## src/rtl/jtcontra_prom_we.sv

```systemverilog
// jtcontra_prom_we
//   Download router between the loader and the SDRAM controller / video PROMs.
//   The address of each incoming byte selects one of four SDRAM banks or the colour
//   PROM area. SDRAM writes use a request/ack handshake and can buffer one extra byte.
//   PROM writes become a single-cycle strobe that does not depend on the SDRAM path.
// Ports
//   clk, rst                        clock, synchronous active-high reset
//   downloading                     loader active
//   ioctl_addr/ioctl_data/ioctl_wr  incoming byte and its one-cycle strobe
//   prog_addr/data/mask/ba/we       SDRAM write request, held until sdram_ack
//   sdram_ack                       controller accepted the current request
//   prom_addr/prom_data/prom_we     PROM nibble write
//   dwnld_busy                      download or SDRAM work still pending
//   overflow                        sticky flag: an SDRAM byte was dropped
module jtcontra_prom_we #(
    parameter logic [24:0] BA1_START  = 25'h04_0000,
    parameter logic [24:0] BA2_START  = 25'h05_0000,
    parameter logic [24:0] BA3_START  = 25'h09_0000,
    parameter logic [24:0] PROM_START = 25'h0D_0000
) (
    input  logic        clk,
    input  logic        rst,
    input  logic        downloading,
    input  logic [24:0] ioctl_addr,
    input  logic [7:0]  ioctl_data,
    input  logic        ioctl_wr,
    output logic [21:0] prog_addr,
    output logic [7:0]  prog_data,
    output logic [1:0]  prog_mask,
    output logic [1:0]  prog_ba,
    output logic        prog_we,
    input  logic        sdram_ack,
    output logic [9:0]  prom_addr,
    output logic [3:0]  prom_data,
    output logic        prom_we,
    output logic        dwnld_busy,
    output logic        overflow
);

    localparam logic [24:0] PROM_END = PROM_START + 25'd1024;

    typedef enum logic [1:0] {StIdle, StWait, StGap} state_e;

    state_e      state_q;
    logic [21:0] prog_addr_q;
    logic [7:0]  prog_data_q;
    logic [1:0]  prog_mask_q;
    logic [1:0]  prog_ba_q;
    logic        prog_we_q;
    logic [9:0]  prom_addr_q;
    logic [3:0]  prom_data_q;
    logic        prom_we_q;
    logic        overflow_q;
    logic        dl_q;
    // Skid buffer
    logic        buf_q;
    logic [21:0] buf_addr_q;
    logic [7:0]  buf_data_q;
    logic [1:0]  buf_mask_q;
    logic [1:0]  buf_ba_q;

    // Address decode; only the low 23 bits of the bank offset can be non-zero
    logic [22:0] dec_off;
    logic [1:0]  dec_ba;
    logic [9:0]  dec_idx;
    logic        is_sd;
    logic        is_prom;

    always_comb begin
        dec_off = '0;
        dec_ba  = 2'd0;
        dec_idx = ioctl_addr[9:0] - PROM_START[9:0];
        is_sd   = 1'b0;
        is_prom = 1'b0;
        if (ioctl_addr < BA1_START) begin
            is_sd   = 1'b1;
            dec_off = ioctl_addr[22:0];
        end else if (ioctl_addr < BA2_START) begin
            is_sd   = 1'b1;
            dec_ba  = 2'd1;
            dec_off = ioctl_addr[22:0] - BA1_START[22:0];
        end else if (ioctl_addr < BA3_START) begin
            is_sd   = 1'b1;
            dec_ba  = 2'd2;
            dec_off = ioctl_addr[22:0] - BA2_START[22:0];
        end else if (ioctl_addr < PROM_START) begin
            is_sd   = 1'b1;
            dec_ba  = 2'd3;
            dec_off = ioctl_addr[22:0] - BA3_START[22:0];
        end else if (ioctl_addr < PROM_END) begin
            is_prom = 1'b1;
        end
    end

    logic       sd_wr;
    logic [1:0] new_mask;
    logic       store;
    logic       drop;

    assign sd_wr    = ioctl_wr & is_sd;
    assign new_mask = dec_off[0] ? 2'b01 : 2'b10;
    // A byte that cannot be issued directly goes to the buffer; a second one is lost
    assign store    = sd_wr & ~buf_q & (state_q != StIdle);
    assign drop     = sd_wr & buf_q;

    always_ff @(posedge clk) begin
        if (rst) begin
            state_q     <= StIdle;
            prog_addr_q <= '0;
            prog_data_q <= '0;
            prog_mask_q <= '0;
            prog_ba_q   <= '0;
            prog_we_q   <= 1'b0;
            prom_addr_q <= '0;
            prom_data_q <= '0;
            prom_we_q   <= 1'b0;
            overflow_q  <= 1'b0;
            dl_q        <= 1'b0;
            buf_q       <= 1'b0;
            buf_addr_q  <= '0;
            buf_data_q  <= '0;
            buf_mask_q  <= '0;
            buf_ba_q    <= '0;
        end else begin
            dl_q      <= downloading;
            prom_we_q <= ioctl_wr & is_prom;
            if (ioctl_wr && is_prom) begin
                prom_addr_q <= dec_idx;
                prom_data_q <= ioctl_data[3:0];
            end

            if (downloading && !dl_q) begin
                overflow_q <= 1'b0;
            end else if (drop) begin
                overflow_q <= 1'b1;
            end

            unique case (state_q)
                StIdle: begin
                    if (buf_q) begin
                        prog_addr_q <= buf_addr_q;
                        prog_data_q <= buf_data_q;
                        prog_mask_q <= buf_mask_q;
                        prog_ba_q   <= buf_ba_q;
                        prog_we_q   <= 1'b1;
                        buf_q       <= 1'b0;
                        state_q     <= StWait;
                    end else if (sd_wr) begin
                        prog_addr_q <= dec_off[22:1];
                        prog_data_q <= ioctl_data;
                        prog_mask_q <= new_mask;
                        prog_ba_q   <= dec_ba;
                        prog_we_q   <= 1'b1;
                        state_q     <= StWait;
                    end
                end
                StWait: begin
                    if (sdram_ack) begin
                        prog_we_q <= 1'b0;
                        state_q   <= StGap;
                    end
                end
                StGap: begin
                    if (buf_q) begin
                        prog_addr_q <= buf_addr_q;
                        prog_data_q <= buf_data_q;
                        prog_mask_q <= buf_mask_q;
                        prog_ba_q   <= buf_ba_q;
                        prog_we_q   <= 1'b1;
                        buf_q       <= 1'b0;
                        state_q     <= StWait;
                    end else begin
                        state_q <= StIdle;
                    end
                end
                default: state_q <= StIdle;
            endcase

            // store only happens with the buffer empty, so it never races the clears above
            if (store) begin
                buf_q      <= 1'b1;
                buf_addr_q <= dec_off[22:1];
                buf_data_q <= ioctl_data;
                buf_mask_q <= new_mask;
                buf_ba_q   <= dec_ba;
            end
        end
    end

    assign prog_addr  = prog_addr_q;
    assign prog_data  = prog_data_q;
    assign prog_mask  = prog_mask_q;
    assign prog_ba    = prog_ba_q;
    assign prog_we    = prog_we_q;
    assign prom_addr  = prom_addr_q;
    assign prom_data  = prom_data_q;
    assign prom_we    = prom_we_q;
    assign overflow   = overflow_q;
    assign dwnld_busy = downloading | (state_q != StIdle) | buf_q | prom_we_q;

endmodule
```

## config.mk

```make
export PLATFORM = sky130hd
export DESIGN_NAME = jtcontra_prom_we
export DESIGN_NICKNAME = d
export VERILOG_FILES = /design/src/rtl/jtcontra_prom_we.sv
export SDC_FILE = /design/constraint.sdc
export NUM_CORES = 1
export LEC_CHECK = 0
export BUFFER_PORTS_ARGS = -buffer_cell sky130_fd_sc_hd__buf_4
export CORE_ASPECT_RATIO = 0.6
export CORE_MARGIN = 10
export CORE_UTILIZATION = 55
export DETAILED_ROUTE_END_ITERATION = 6
export GPL_ROUTABILITY_DRIVEN = 0
export PLACE_DENSITY = 0.81
export SLEW_MARGIN = 20
export SYNTH_ARGS = -nofsm -noshare
export SYNTH_HDL_FRONTEND = slang
export SYNTH_SLANG_ARGS = --single-unit
```

## constraint.sdc

```tcl
create_clock -name clk -period 4.7 [get_ports clk]
set_clock_uncertainty 0.1 [all_clocks]
set_input_delay 1.41 -clock clk [delete_from_list [all_inputs] [get_ports clk]]
set_output_delay 1.41 -clock clk [all_outputs]
set_load 0.02 [all_outputs]
```

==> metrics.cfg, run 1 <==
[logic_synthesis]
synth-async-reset-ratio_pct=0
syn-cell-area_um2=3920
synthFlopType=dfxtp_1
synth-compound-area-share_pct=26.4
syn-mean-instance-area_um2=8.31
synth_top_family_by_area=compound AO/OA/AOI/OAI gates
ys_top_cells_by_area=dfxtp_1, a21oi_1, nand3_1, o21ai_0, nor2_1
muxShareOfSynthArea_pct=0.255
synth-edff-count=0
yosysTopAreaCellShare_pct=45.5
synthAdderAreaFrac_pct=1.60
synthCells=472
synth-seq-cells=89
synth_top_area_cell=dfxtp_1
yosys.cell_types.count=48
synthSimpleGateAreaFrac_pct=19.7
yosys_warnings=0
seq_area_frac_synth_pct=45.5
synth-xor-area-share_pct=0.447
syn_nets=515

[job]
drv_cap=0

[grt]
busiest_layer=met2
antenna_found_initial=0
grt_overflow=0
use_met2_pct=33.8
use_met1_pct=26.7
grt_pass1_wl_um=19200
grt_pass1_vias=3785
grt.met3_usage_pct=6.83
grt_max_degree=91
grt_usage_pct=21.2

[power_and_ir_drop]
p_clk_share_pct=42.1
power_density_nw_per_um2=311
power_frac_seq_pct=50.8
comb_power_share_pct=7.1
p_sw_share_pct=22.4
leakage_nw=1.72
p_switching_mw=0.336
internal_power_mw=1.16
peakVddDrop_uv=173

[sta]
grt_setup_unrepaired=no
final.setup.tns_ns=0
min_period_ns=3.50
period_share_pct=74.4
clock.fmax_ghz=0.286
slew_headroom_pct=38.1
slew_violations=0
finalSetupViolCount=0
worstMarginPinSlew_ns=0.928
finalHoldViolCount=0
holdWs_ns=0.369

[cts]
clock_latency_ns=0.34
postCtsSetupBuffers=0
root_buffer=clkbuf_16
cts.sinks=89
numCtsBuffers=9
cts.clk_slew.worst_paths_ns=0.06
cts_resized=0
postCtsHoldBufs=0
cts_tree=yes
htreeDepth=3
cts_max_path_buffers=2

[die]
die_area_um2=11000
coreArea_um2=6790
fp.dieW_um=129
pin_count=90
die_h_um=85.4
initial_utilization_pct=57.7
rows=23

[setup_path]
reg2reg_from=state_q[0]
critPathLaunch=downloading
cp_max_fo=3
critPathKind=input port to output port
crit_required_ns=3.19
crit_path_start_kind=input port
critPathArrivalTime_ns=1.99
endpoint_kind=output port

[routing]
first_pass_iters=5
routedWlPerCell_um=19.2
ant_nets=0
vias=3880
drc=0
post_drt_via_cell_ratio=6.27
drt_iter0_markers=447
routed_wirelength_um=11900

[cells_and_area]
nets=573
drive_above_1_share_pct=22.0
syn_to_final_growth_pct=23.0
final_area_um2=4820
n_fill_cell=574
diodes=0

[min_path]
min_from=buf_addr_q[20]
hold_class=register to register

[place]
place_area_um2=4560
hpwlAfterDp_um=8000
portBuffers=89

[status]
status=complete, no violations

critical path, cell delays in order:
cell and delay (ns):
buf_4 0.12, nor3_1 0.20, nand2_1 0.09, buf_4 0.17
state kept, by name, indices dropped and copies added (netlist names), 4 cells and up:
| register | flops |
|---|---|
| prom_addr | 10 |
| prom_data | 4 |
| prog_addr | 22 |
| buf_addr_q | 22 |
| prog_data | 8 |
| buf_data_q | 8 |
metal layers:
layer	share of wire [%]	up-vias
li1	-	1842
met1	43	1836
met2	46	182
met3	9.1	20
met4	1.4	0
met5	0	-
stage by stage:
step                      std cells  setup slack [ns]  utilization, %  total power, mW
after floorplan                 472              1.47               -            0.830
after global placement          606              1.18            67.2            0.879
after detailed placement        606              1.06            67.2            0.882
after CTS                       619              1.21            70.9             1.50
after global routing            619              1.13            71.0             1.54
final                           619              1.20            71.0             1.50
path summary, 6_finish.rpt:
path                                  endpoint  slack (ns)  cells after the start
worst max-delay path                dwnld_busy        1.20                      4
worst max register to register   prog_addr[19]        2.48                      4
worst min register to register  buf_addr_q[20]        0.37                      2
worst min-delay path            buf_addr_q[20]        0.37                      2
logic make-up (layout without fill, tap and decap cells):
| family | Yosys count | in the layout |
|---|---|---|
| xor+xnor | 2 | 2 |
| flops | 89 | 89 |
| compound gates | 165 | 165 |
| buf+inv | 57 | 117 |
| mux | 1 | 1 |
| fa+ha+maj | 5 | 5 |
| simple gates | 153 | 153 |
power groups by stage:
stage                     combinational [mW]  sequential (mW)  clock, mW
final                                  0.107            0.761      0.631
after detailed placement               0.104            0.777          0
after floorplan                       0.0492            0.781          0
after CTS                              0.105            0.761      0.637
after global routing                   0.115            0.761      0.668
after global placement                 0.102            0.777          0
layout make-up:
type                            instances  area (um2)  area share [%]
Clock buffer                           12         246            5.11
Clock inverter                          1        5.00           0.104
Inverter                                7        26.3           0.545
Multi-Input combinational cell        326        1910            39.7
Sequential cell                        89        1780            36.9
Tap cell                               87         109            2.26
Timing Repair Buffer                   97         741            15.4
Yosys cell counts, types with 6 or more instances:
library cell	n
a32oi_1	16
nand3_1	49
clkbuf_1	34
nor2_1	40
nand2_1	27
nand2b_1	6
dfxtp_1	89
a21oi_1	51
a211oi_1	19
o21ai_1	11
a311oi_1	14
buf_2	14
o21ai_0	36
cells in the final DEF (no fill, tap or decap), types with 3 or more instances in the layout:
cell type	instances
nand2b_1	6
a211oi_1	19
nand2_1	27
nor2b_1	4
nand4_1	3
a21oi_1	51
ha_1	5
nand3_1	49
inv_1	5
o21ai_0	36
nor2_1	39
buf_4	96
dfxtp_1	89
nor4_1	3
a311oi_1	14
a31oi_1	3
o21ai_1	10
clkbuf_16	9
nor3_1	4
a32oi_1	16
nor3b_1	4
o211ai_1	3
(Power assumes the default switching activity.)
==> run 2: changes to the inputs <==
--- a/config.mk
+++ b/config.mk
@@ -5,13 +5,14 @@
 export SDC_FILE = /design/constraint.sdc
 export NUM_CORES = 1
 export LEC_CHECK = 0
+export ABC_AREA = 1
 export BUFFER_PORTS_ARGS = -buffer_cell sky130_fd_sc_hd__buf_4
 export CORE_ASPECT_RATIO = 0.6
 export CORE_MARGIN = 10
-export CORE_UTILIZATION = 55
+export CORE_UTILIZATION = 49
 export DETAILED_ROUTE_END_ITERATION = 6
 export GPL_ROUTABILITY_DRIVEN = 0
-export PLACE_DENSITY = 0.81
+export PLACE_DENSITY = 0.76
 export SLEW_MARGIN = 20
 export SYNTH_ARGS = -nofsm -noshare
 export SYNTH_HDL_FRONTEND = slang
==> constraint.sdc (replaced) <==
create_clock -name clk -period 3.1 [get_ports clk]
set_clock_uncertainty 0.1 [all_clocks]
set_input_delay 0.93 -clock clk [delete_from_list [all_inputs] [get_ports clk]]
set_output_delay 0.93 -clock clk [all_outputs]
set_load 0.02 [all_outputs]
==> run 2 against run 1 <==
Net effect: non-clock buffer count grew 1; global-route usage fell by 3.3 points; cell area increased by 5.2%; largest cell class unchanged; highest routed layer unchanged.
==> metrics.cfg, run 2 <==
[job]
drv_cap=0

[routing]
first_pass_iters=5
routed_wirelength_um=11400
route.met2.wl_um=5080
drc=0
wl_met3_um=978
dr.max_layer_used=met4
post_drt_via_cell_ratio=5.11
routedWlPerCell_um=14.4
drt_iter0_markers=443
ant_nets=0
wl_met1_um=5170
vias=4024

[cts]
cts_resized=0
htreeDepth=3
postCtsSetupBuffers=0
clock_latency_ns=0.34
cts.sinks=89
numCtsBuffers=9
root_buffer=clkbuf_16
cts.clk_slew.worst_paths_ns=0.06
cts_max_path_buffers=2
postCtsHoldBufs=0
cts_tree=yes

[place]
placed_cells=772
pre_cts_slack_ns=0.304
place_area_um2=4790
portBuffers=89
hpwlAfterDp_um=8050

[setup_path]
reg2regPathDepth=9
critPathKind=input port to register
crit_required_ns=3.28
crit_path_start_kind=input port
endpoint_kind=register
critPathArrivalTime_ns=2.65
cp_max_fo=7

[logic_synthesis]
synth-async-reset-ratio_pct=0
syn-mean-instance-area_um2=6.86
synthCells=597
yosys_warnings=0
synth_top_area_cell=dfxtp_1
synthFlopType=dfxtp_1
syn_nets=640
ys_top_cells_by_area=dfxtp_1, nand2_1, nor2_1, o21ai_0, inv_1
yosysTopAreaCellShare_pct=43.5
synth-edff-count=0
synth_commonest_cells=nand2_1, nor2_1, dfxtp_1
post-synth-top-count-cell=nand2_1
seq_area_frac_synth_pct=43.5
syn-cell-area_um2=4100
synth-seq-cells=89
yosys.cell_types.count=30

[sta]
period_share_pct=79.7
slew_violations=0
finalSetupViolCount=0
final.setup.tns_ns=0
slew_headroom_pct=62.4
worstMarginPinSlew_ns=0.563
finalHoldViolCount=0
grt_setup_unrepaired=no
clock.fmax_ghz=0.405
min_period_ns=2.47
holdWs_ns=0.350
setup_slack_ns=0.629

[cells_and_area]
syn_to_final_growth_pct=23.9
drive_above_1_share_pct=22.4
layout_commonest_cell=nand2_1
mostFrequentLayoutCells=nand2_1, nor2_1, buf_4, dfxtp_1, inv_1
final_area_um2=5070
diodes=0
stdcell_count=788
n_fill_cell=757
fin_util_pct=63.4
nets=718

[grt]
grt_pass1_vias=3915
grt_pass1_wl_um=19100
grt_max_degree=37
grt_usage_pct=17.9
antenna_found_initial=0
grt_overflow=0

[die]
fp.dieW_um=138
pin_count=90
die_area_um2=12500
coreArea_um2=8010
initial_utilization_pct=51.1
rows=25
die_h_um=90.8

[min_path]
min_path_cells=2
hold_class=register to register

[power_and_ir_drop]
peakVddDrop_uv=341
power_density_nw_per_um2=465
finalPower_mw=2.36
leakage_nw=2.43

[status]
status=complete, no violations

## run 2: cell types whose count changed after synthesis, moves of 19 or more
cell and delta:
nand2_1 +96, nor2_1 +81, inv_1 +53, nand3_1 -24, clkbuf_1 -22, a21oi_1 -20, a211oi_1 -19
## run 2: per-layer routing
layer / vias up / track usage [%]
met4: 0 / 3.93
met2: 137 / 28.6
li1: 2014 / -
met5: - / 0
met3: 16 / 7.04
met1: 1857 / 22.2
## run 2: worst max-delay path: stages
cell     delay, ns
buf_4         0.11
nor2_1        0.17
nand2_1       0.13
nor2_2        0.18
nand2_1       0.10
nor2_1        0.33
nand2_1       0.28
o21ai_0       0.24
nor2_1        0.06
nor2_1        0.10
## run 2: cell families after synthesis
kind of cell | count (synthesis) | share of synthesized area [%]
AND/OR/NAND/NOR | 297 | 30.3
AO/OA/AOI/OAI | 107 | 13.9
XOR/XNOR | 1 | 0.214
adder cells (fa/ha/maj) | 5 | 1.53
buffers and inverters | 98 | 10.5
flip-flops | 89 | 43.5
## run 2: where the power goes
group          internal (mW)  switching (mW)  leakage (nW)  total, mW
Clock                  0.623           0.435         0.139       1.06
Sequential              1.15         0.00263         0.717       1.15
Combinational         0.0609          0.0892          1.57      0.150
Total                   1.83           0.526          2.43       2.36
## run 2: final timing paths
check	start	to	slack, ns
setup / recovery	ioctl_addr[22]	prog_addr[14]	0.63
hold / removal	overflow	overflow	0.35
hold reg to reg	overflow	overflow	0.35
setup reg to reg	state_q[0]	prog_addr[14]	1.05
## run 2: final cells by class
type,instances,area (um2),share of cell area [%]
Multi-Input combinational cell,410,1880,37.1
Sequential cell,89,1780,35.1
Timing Repair Buffer,98,736,14.5
Inverter,67,251,4.96
Clock buffer,11,233,4.59
Tap cell,108,135,2.66
Clock inverter,5,56.3,1.11
==> run 3: changes to the inputs <==
==> constraint.sdc (replaced) <==
create_clock -name clk -period 2 [get_ports clk]
set_clock_uncertainty 0.1 [all_clocks]
set_input_delay 0.6 -clock clk [delete_from_list [all_inputs] [get_ports clk]]
set_output_delay 0.6 -clock clk [all_outputs]
set_load 0.02 [all_outputs]
==> run 3 against run 2 <==
Net effect: sequential power rose by 55%; sequential share of layout area fell by 2.0 points; first-iteration DRC count fell by 8.6%; setup slack got worse by 0.51 ns; non-clock buffer count rose by 24; final cell count rose by 3.0%; critical path depth fell by 7; clock power rose by 75%; critical path type is now register to output port; highest routed layer unchanged.
==> metrics.cfg, run 3 (synthesis gave the netlist of run 2 again) <==
[power_and_ir_drop]
p_sw_share_pct=21.6
leakage_nw=2.59
power_density_nw_per_um2=723
p_switching_mw=0.839
peakVddDrop_uv=667
internal_power_mw=3.05
p_clk_share_pct=47.7
comb_power_share_pct=6.5
power_frac_seq_pct=45.9

[cts]
clock_latency_ns=0.34
cts.sinks=89
cts_max_path_buffers=2
htreeDepth=3
root_buffer=clkbuf_16
numCtsBuffers=9
cts.clk_slew.worst_paths_ns=0.06
cts_tree=yes

[job]
drv_cap=0

[setup_path]
reg2regPathDepth=9
crit_slowest_cell=dfxtp_1
rrSetupSlack_ns=0.35
critPathTopFamily=flip-flops
crit_required_ns=1.30
endpoint_kind=output port
critPathArrivalTime_ns=1.18
cp.depth=3
critPathKind=register to output port
crit_chain=nor2_2 -> nand3_1 -> buf_4
crit_path_start_kind=register
cp_num_buf_inv=1
cpPeakStageDelay_ns=0.35
rr_endpoint=prog_addr[0]
cp_max_fo=4
reg2reg_from=state_q[0]

[die]
die_h_um=90.8
fp.dieW_um=138
initial_utilization_pct=51.1
rows=25
pin_count=90
coreArea_um2=8010
die_area_um2=12500

[sta]
holdWs_ns=0.358
grt_setup_unrepaired=no
worstMarginPinSlew_ns=0.376
finalHoldViolCount=0
period_share_pct=94.1
clock.fmax_ghz=0.531
setup_slack_ns=0.118
slew_headroom_pct=74.8
slew_violations=0
finalSetupViolCount=0
min_period_ns=1.88

[min_path]
min_to=overflow
min_from=overflow
min_path_cells=2
hold_class=register to register

[cells_and_area]
syn_to_final_growth_pct=31.3
layout_commonest_cell=nand2_1
drive_above_1_share_pct=25.3
nets=742
diodes=0
mostFrequentLayoutCells=nand2_1, nor2_1, buf_4, dfxtp_1, inv_1
fin_util_pct=67.2

[grt]
grt_overflow=0
grt_max_degree=72
grt_pass1_vias=4240
antenna_found_initial=0
grt_pass1_wl_um=20300
grt_usage_pct=19.1

[place]
hpwlAfterDp_um=8700
pre_cts_slack_ns=-0.173
portBuffers=89

[routing]
post_drt_via_cell_ratio=5.05
vias=4098
routedWlPerCell_um=14.9
drc=0
routed_wirelength_um=12100
first_pass_iters=5
drt_iter0_markers=405
ant_nets=0

[status]
status=complete, no violations

[run 3: cell count changes in the layout (fill, tap and decap cells not counted), moves of 2 or more]
cell      before  now
buf_12         0    6
buf_4         98  116
clkbuf_8       0    2
clkinv_2       2    0
[run 3: metal layers]
metal  up-vias  global-route usage, %  share of wire (%)
li1       2066                      -                  -
met1      1858                   22.4                 44
met2       153                   31.6                 45
met3        21                   8.72                9.4
met4         0                   3.85               0.99
met5         -                      0                  0
[run 3: worst reg2reg max path, stage by stage, from the launching register on]
cell	delay, ns
dfxtp_1	0.39
inv_1	0.07
nand2_1	0.06
nand2_1	0.12
inv_2	0.24
buf_4	0.23
nand3_1	0.10
nand2_1	0.07
nand2_1	0.05
a21oi_1	0.14
[run 3: final cells by class]
| class | count | area (um2) |
|---|---|---|
| fillers | 719 | 2630 |
| multi-input cells | 410 | 1880 |
| flip-flops and latches | 89 | 1780 |
| repair buffers | 122 | 991 |
| clock buffers | 12 | 256 |
| inverters | 67 | 254 |
| well taps | 108 | 135 |
| clock inverters | 4 | 75.1 |
[run 3: stage by stage]
stage / power, mW / instances / cell area (um2) / setup TNS [ns]
after floorplan: 1.94 / 597 / 4100 / 0
final: 3.89 / 812 / 5380 / 0
after detailed placement: 2.07 / 796 / 5040 / -6.44
after global placement: 2.06 / 796 / 5040 / -2.81
after CTS: 3.91 / 812 / 5370 / 0
after global routing: 4.03 / 812 / 5380 / 0
[run 3: power groups by stage]
stage / registers, mW / clock network (mW) / logic [mW]
2_1_floorplan: 1.83 / 0 / 0.111
3_3_place_gp: 1.82 / 0 / 0.240
3_5_place_dp: 1.82 / 0 / 0.248
4_1_cts: 1.78 / 1.88 / 0.249
5_1_grt: 1.78 / 1.97 / 0.276
6_report: 1.78 / 1.86 / 0.251
[run 3: what timing repair did]
item,4_1_cts,5_1_grt
setup buffers,0,0
resized for setup,0,2
hold buffers,0,0
endpoints found under the setup margin,0,2
[run 3: how the worst max path moves through the flow]
stage                        start             to
floorplan           ioctl_addr[22]  prog_addr[20]
global placement    ioctl_addr[22]   prog_data[7]
detailed placement  ioctl_addr[22]   prog_data[7]
CTS                     state_q[0]     dwnld_busy
global route        ioctl_addr[22]    buf_ba_q[0]
finish                  state_q[0]     dwnld_busy
